===== src/rtl/pcw_sd_pkg.sv =====
// Shared types and the round-robin pick for the PCW SD-lane arbiter.
package pcw_sd_pkg;

  typedef enum logic [1:0] {IDLE, REQ, XFER, DONE} sd_arb_state_t;

  localparam int SECTOR_BYTES = 512;

  typedef struct packed {
    logic [31:0] lba;
    logic        op_wr;
  } sd_req_t;

  // With both drives pending the one that was not served last wins.
  function automatic logic rr_pick(input logic [1:0] pending, input logic last);
    if (pending == 2'b11) return ~last;
    else if (pending[1])  return 1'b1;
    else                  return 1'b0;
  endfunction

endpackage


===== src/rtl/pcw_sd_arbiter.sv =====
// Shares the single host SD lane between the two PCW floppy drives,
// one whole sector transfer at a time, with round-robin fairness and a request timeout.
//
// state | meaning
// IDLE  | no transfer; pick a pending drive and latch its request
// REQ   | sd_rd/sd_wr held, waiting for sd_ack, timer running
// XFER  | host ack high, data/ack routed to the granted drive
// DONE  | one cycle so the drive sees ack fall before any regrant
module pcw_sd_arbiter
  import pcw_sd_pkg::*;
#(
  parameter int               TMR_W   = 24,
  parameter logic [TMR_W-1:0] TIMEOUT = 24'd16_000_000
) (
  input  logic             clk_sys,
  input  logic             reset_n,
  input  logic [1:0][31:0] dev_lba,
  input  logic [1:0]       dev_rd,
  input  logic [1:0]       dev_wr,
  output logic [1:0]       dev_ack,
  output logic [1:0]       dev_err,
  input  logic [1:0][7:0]  dev_buff_din,
  output logic [1:0]       dev_buff_wr,
  output logic [31:0]      sd_lba,
  output logic             sd_rd,
  output logic             sd_wr,
  input  logic             sd_ack,
  output logic [7:0]       sd_buff_din,
  input  logic             sd_buff_wr,
  output logic             grant,
  output logic             busy
);

  sd_arb_state_t    state, state_n;
  logic [TMR_W-1:0] timer, timer_n;
  sd_req_t          req, req_n;
  logic             grant_q, grant_n;
  logic             last_grant, last_n;
  logic [1:0]       pending;
  logic             pick;

  assign pending = dev_rd | dev_wr;

  always_ff @(posedge clk_sys or negedge reset_n) begin
    if (!reset_n) begin
      state      <= IDLE;
      timer      <= '0;
      req        <= '0;
      grant_q    <= 1'b0;
      last_grant <= 1'b1;
    end else begin
      state      <= state_n;
      timer      <= timer_n;
      req        <= req_n;
      grant_q    <= grant_n;
      last_grant <= last_n;
    end
  end

  always_comb begin
    state_n = state;
    timer_n = timer;
    req_n   = req;
    grant_n = grant_q;
    last_n  = last_grant;
    pick    = rr_pick(pending, last_grant);
    dev_err = 2'b00;
    unique case (state)
      IDLE: begin
        timer_n = '0;
        if (|pending) begin
          grant_n   = pick;
          req_n.lba = dev_lba[pick];
          // write wins when a drive raises both levels
          req_n.op_wr = dev_wr[pick];
          state_n   = REQ;
        end
      end
      REQ: begin
        if (sd_ack) begin
          timer_n = '0;
          state_n = XFER;
        end else if (timer == TIMEOUT - 1'b1) begin
          dev_err[grant_q] = 1'b1;
          last_n  = grant_q;
          timer_n = '0;
          state_n = IDLE;
        end else begin
          timer_n = timer + 1'b1;
        end
      end
      XFER: begin
        if (!sd_ack) state_n = DONE;
      end
      DONE: begin
        last_n  = grant_q;
        state_n = IDLE;
      end
      default: state_n = IDLE;
    endcase
  end

  always_comb begin
    dev_ack     = 2'b00;
    dev_buff_wr = 2'b00;
    sd_buff_din = 8'h00;
    if (state == XFER) begin
      dev_ack[grant_q]     = sd_ack;
      dev_buff_wr[grant_q] = sd_buff_wr;
      sd_buff_din          = dev_buff_din[grant_q];
    end
  end

  assign sd_rd  = (state == REQ) && !req.op_wr;
  assign sd_wr  = (state == REQ) &&  req.op_wr;
  assign sd_lba = req.lba;
  assign grant  = grant_q;
  assign busy   = (state != IDLE);

endmodule


===== config.mk =====
export PLATFORM = sky130hd
export DESIGN_NAME = pcw_sd_arbiter
export DESIGN_NICKNAME = d
export VERILOG_FILES = /design/src/rtl/pcw_sd_pkg.sv /design/src/rtl/pcw_sd_arbiter.sv
export SDC_FILE = /design/constraint.sdc
export NUM_CORES = 1
export LEC_CHECK = 0
export CELL_PAD_IN_SITES_DETAIL_PLACEMENT = 0
export CELL_PAD_IN_SITES_GLOBAL_PLACEMENT = 2
export CORE_MARGIN = 2
export CORE_UTILIZATION = 27
export DETAILED_ROUTE_END_ITERATION = 16
export PLACE_DENSITY = 0.95
export SLEW_MARGIN = 10
export SYNTH_ARGS = -nofsm -noshare
export SYNTH_HDL_FRONTEND = slang
export SYNTH_SLANG_ARGS = --single-unit

===== constraint.sdc =====
create_clock -name clk_sys -period 3 [get_ports clk_sys]
set_input_delay 0.3 -clock clk_sys [delete_from_list [all_inputs] [get_ports clk_sys]]
set_output_delay 0.3 -clock clk_sys [all_outputs]
set_load 0.01 [all_outputs]

## Word level (Yosys, flattened, before mapping)

Cells that the tools add are included.

| storage, ports and cells | value |
|---|---|
| bits in registers | 61 |
| latch bits | 0 |
| memory bits (writable) | 0 |
| memory bits (read-only) | 0 |
| output and inout bits | 50 |
| memories | 0 |

| cells by class | value |
|---|---|
| add/subtract/negate cells | 1 |
| $mul | 0 |
| div/mod/pow operators | 0 |
| $lt $le $gt $ge | 3 |
| equal/unequal tests | 10 |
| shifts and indexed selects | 0 |
| multiplexer cells | 27 |
| bitwise operators | 4 |
| reductions and logical operators | 12 |

Operators with widths:

| cell | number |
|---|---|
| 32-bit two-way mux | 2 |
| 24-bit two-way mux | 2 |
| 24-bit case mux with 2 select lines | 1 |
| 24-bit by 1-bit adder with 24-bit output (second input constant) | 1 |
| 24-bit equality test (second input constant) | 1 |
| 8-bit two-way mux | 3 |
| 2-bit two-way mux | 9 |
| 2-bit inequality test (second input constant) | 4 |
| 2-bit case mux with 4 select lines | 1 |
| 1-bit two-way mux | 7 |
| 2-bit equality test (second input constant) | 3 |
| 3-bit AND reduction | 2 |
| 2-bit nonzero test | 3 |
| 2-bit bitwise AND | 2 |
| 1-bit by 2-bit less-than comparator with 1-bit output (second input constant) | 2 |
| 1-bit logical AND | 3 |
| 3-bit inequality test (second input constant) | 1 |
| 2-bit by 1-bit equality test with 1-bit output (second input constant) | 1 |
| 2-bit logical NOT | 1 |
| 2-bit OR | 1 |
| 1-bit case mux with 2 select lines | 1 |
| 2-bit AND reduction | 1 |
| 2-bit OR reduction | 1 |
| 1-bit demux with 1-bit select | 1 |
| 3 further kinds | 3 |

## Logic depth before layout (Yosys ltp)

| depth | value |
|---|---|
| depth after elaboration | 7 |
| mapped depth | 8 |
| depth with buffers taken out | 6 |

## Least setup slack after synthesis

No wires, ideal clock.

| path | value |
|---|---|
| kind | register to output |
| from | register timer[14] |
| to | output port dev_err[0] |
| arrival | 1,508 ps |
| data required time | 2,700 ps |
| slack | 1,192 ps |
| cell stages (with the launch flop) | 6 |
| cell sequence | dfrtp_1 > buf_6 > nor4b_1 > and4b_1 > and3_1 > nor3b_1 |

| between the ends | value |
|---|---|
| longest elaborated chain between the ends | 4 |

Ends and longest elaborated chain:

| element | line | RTL |
|---|---|---|
| start: declaration | pcw_sd_arbiter.sv:35 | `logic [TMR_W-1:0] timer, timer_n;` |
| start signal: assignment | pcw_sd_arbiter.sv:53 | `timer <= timer_n;` |
| 24-bit equality test | pcw_sd_arbiter.sv:83 | `end else if (timer == TIMEOUT - 1'b1) begin` |
| 2-bit two-way mux | pcw_sd_arbiter.sv:83 |  |
| 2-bit two-way mux | pcw_sd_arbiter.sv:80 | `if (sd_ack) begin` |
| 2-bit two-way mux | pcw_sd_arbiter.sv:68 | `unique case (state)` |
| end: declaration | pcw_sd_arbiter.sv:21 | `output logic [1:0] dev_err,` |

No other way between the ends.

## Final worst setup path

Ends and elaborated chain as after synthesis.

==> flow_summary.toml <==
[floorplanning]
die_w_um = 119
io_pins = 138
rows = 41
fp.dieArea_um2 = 14100
coreArea_um2 = 12700
die_h_um = 119
start_util_pct = 28.0

[clock_tree]
numCtsBuffers = 9
cts.sinks = 61
cts_root_buf = "clkbuf_16"
h-tree-depth = 3
cts_buffer_depth = 2
clk_pin_slew_ns = 0.05
post_cts_buffers = 0
cts_tree = "done"
clkLatencyLatePin_ns = 0.33

[placement]
gp_congestion = 0.791
dp_hpwl_mm = 7.11
post-place-cells = 644
portBuffers = 137

[yosys]
synthesis.area_um2 = 3560
ys_async_sr_fraction_pct = 100
avgSynthCellArea_um2 = 9.32
ys_types = 48
synth_seq_cells = 61
syn_nets = 471
syn_inst = 382
ys_seq_area_share_pct = 42.9
ys_warn_count = 0
synthFlopType = "dfrtp_1"
synth_edf_count = 0

[route]
wl_met1_mm = 4.24
routed-wl-met2_mm = 4.33
ant_nets = 0
wl_met3_um = 817
vias = 3065
top_layer_used = "met4"
routedWlPerCell_um = 14.3
routed_via_density = 4.64
wirelength_mm = 9.45
drt_iter0_markers = 162
drcViolationCount = 0
dr.pass1.iters = 4

[sta]
min_period_ns = 2.72
setup_viol_count_final = 0
drv_slew = 0
skew_ns = 0.00424
slew_headroom_pct = 40.5
finalHoldViolCount = 0
max_freq_mhz = 367
tns_ns = 0
worst_slew_pin_slew_ns = 0.892
rsz0062_at_grt = "false"
finalCritPeriodShare_pct = 90.7

[worst_setup_path]
path_max_fanout = 9
endpoint = "dev_err[0]"
crit_arrival_ns = 2.42
cp-end-kind = "output port"
regToRegSetupSlack_ns = 0.98
cp.required_ns = 2.70
critical_path.reg2reg.endpoint = "timer[13]"
r2r_cells = 7
worst_setup_path_start_kind = "register"
critPathKind = "reg2out"
r2r-start = "timer[1]"
crit_path_start = "timer[14]"

[flow_run]
drv_cap = 0

[global_route]
grt_pass1_vias = 3070
grt_usage_pct = 13.6
grt_max_degree = 67
overflow = 0
grt_pass1_wl_mm = 15.6
antenna_found_initial = 0

[final_layout]
drive_above_1_share_pct = 8.40
area_growth_pct = 45.6
final_common_cell = "clkdlybuf4s50_1"
stdcell_count = 660
finalNetCount = 572
most-common-layout-cells = "136 x clkdlybuf4s50_1, 60 x dfrtp_1, 57 x nand2_1"
n_antenna_cell = 0

[power]
p_per_area_nw_per_um2 = 800
leakage_uw = 0.00218
ir_worst_vdd_mv = 0.335

[status]
status = "finished clean"

[min_path]
hold_class = "in2async"
-- how the worst min path moves through the flow --
stage / to / slack [ns] / startpoint / depth (start not counted)
after floorplan: async pin / 0.004 / reset_n / 0
after global placement: sd_lba[26] / 0.46 / sd_lba[26] / 2
after detailed placement: sd_lba[17] / 0.47 / sd_lba[17] / 2
after CTS: sd_lba[29] / 0.13 / reset_n / 1
after global routing: sd_lba[31] / 0.18 / reset_n / 1
final: sd_lba[31] / 0.1 / reset_n / 1
-- synth_stat cells, drive strengths merged (2+ instances only) --
master	number	area, um^2
nor2b	3	18.8
a22o	2	17.5
nor4	4	61.3
or2	2	12.5
nand4	7	65.1
nor2	19	71.3
and3	7	43.8
a21oi	14	73.8
a21o	4	30.0
clkbuf	10	37.5
inv	6	22.5
dfrtp	60	1500
and2	2	12.5
and4	2	17.5
o21ai	48	244
mux2i	42	420
nand2	57	214
a31oi	16	100
nand3	7	47.6
nand2b	5	31.3
a41oi	3	26.3
buf	44	319
or3	3	18.8
-- metal layers --
layer	vias to the layer above	track usage (%)
met5	-	0
met4	0	3.87
met3	6	4.78
met2	123	21.6
met1	1414	17.5
li1	1522	-
-- kinds of logic after synthesis --
logic type      count (synthesis)  synth area share (%)
mux                            43                  12.2
buf+inv                        60                  10.7
xor+xnor                        1                 0.246
simple gates                  123                  18.5
fa+ha+maj                       1                 0.352
flops                          61                  42.9
compound gates                 93                  15.1
-- worst max-delay path, stage by stage, from the launching register on --
cell and delay, ns:
dfrtp_1 0.47, nor4b_2 0.31, and4b_1 0.31, and3_1 0.21, nor3b_1 0.19, clkdlybuf4s50_1 0.61
-- power by group --
| group | switching [uW] | internal (uW) |
|---|---|---|
| Clock | 380 | 644 |
| Combinational | 882 | 950 |
| Sequential | 192 | 1100 |
-- what timing repair did --
item | 4_1_cts | 5_1_grt
endpoints found under the setup margin | 0 | 1
gates resized for setup | 0 | 1
hold buffers | 0 | 0
-- final cells by class --
| cell class | count | area [um^2] |
|---|---|---|
| flip-flops and latches | 61 | 1530 |
| repair buffers | 144 | 1440 |
| multi-input cells | 261 | 1670 |
| well taps | 172 | 215 |
| fillers | 1264 | 7540 |
| clock inverters | 7 | 75.1 |
| inverters | 6 | 22.5 |
| clock buffers | 9 | 225 |
-- stage by stage --
| step | hold slack (ns) | cell area [um^2] | setup slack (ns) | total power, uW | util (%) |
|---|---|---|---|---|---|
| floorplan | 0.00441 | 3560 | 1.19 | 2510 | - |
| finish | 0.0977 | 5180 | 0.279 | 4140 | 40.7 |
| CTS | 0.130 | 5170 | 0.208 | 4200 | 40.7 |
| global placement | 0.463 | 4870 | 0.626 | 3110 | 38.3 |
| detailed placement | 0.470 | 4870 | 0.583 | 3160 | 38.3 |
| global route | 0.180 | 5180 | 0.0678 | 4440 | 40.7 |
-- registers in the layout, summed over array words and instances, names as in the netlist, named ones only --
signal	cells
grant	1
last_grant	1
req	1
sd_lba	32
state	1
timer	24
(Power assumes the default switching activity.)
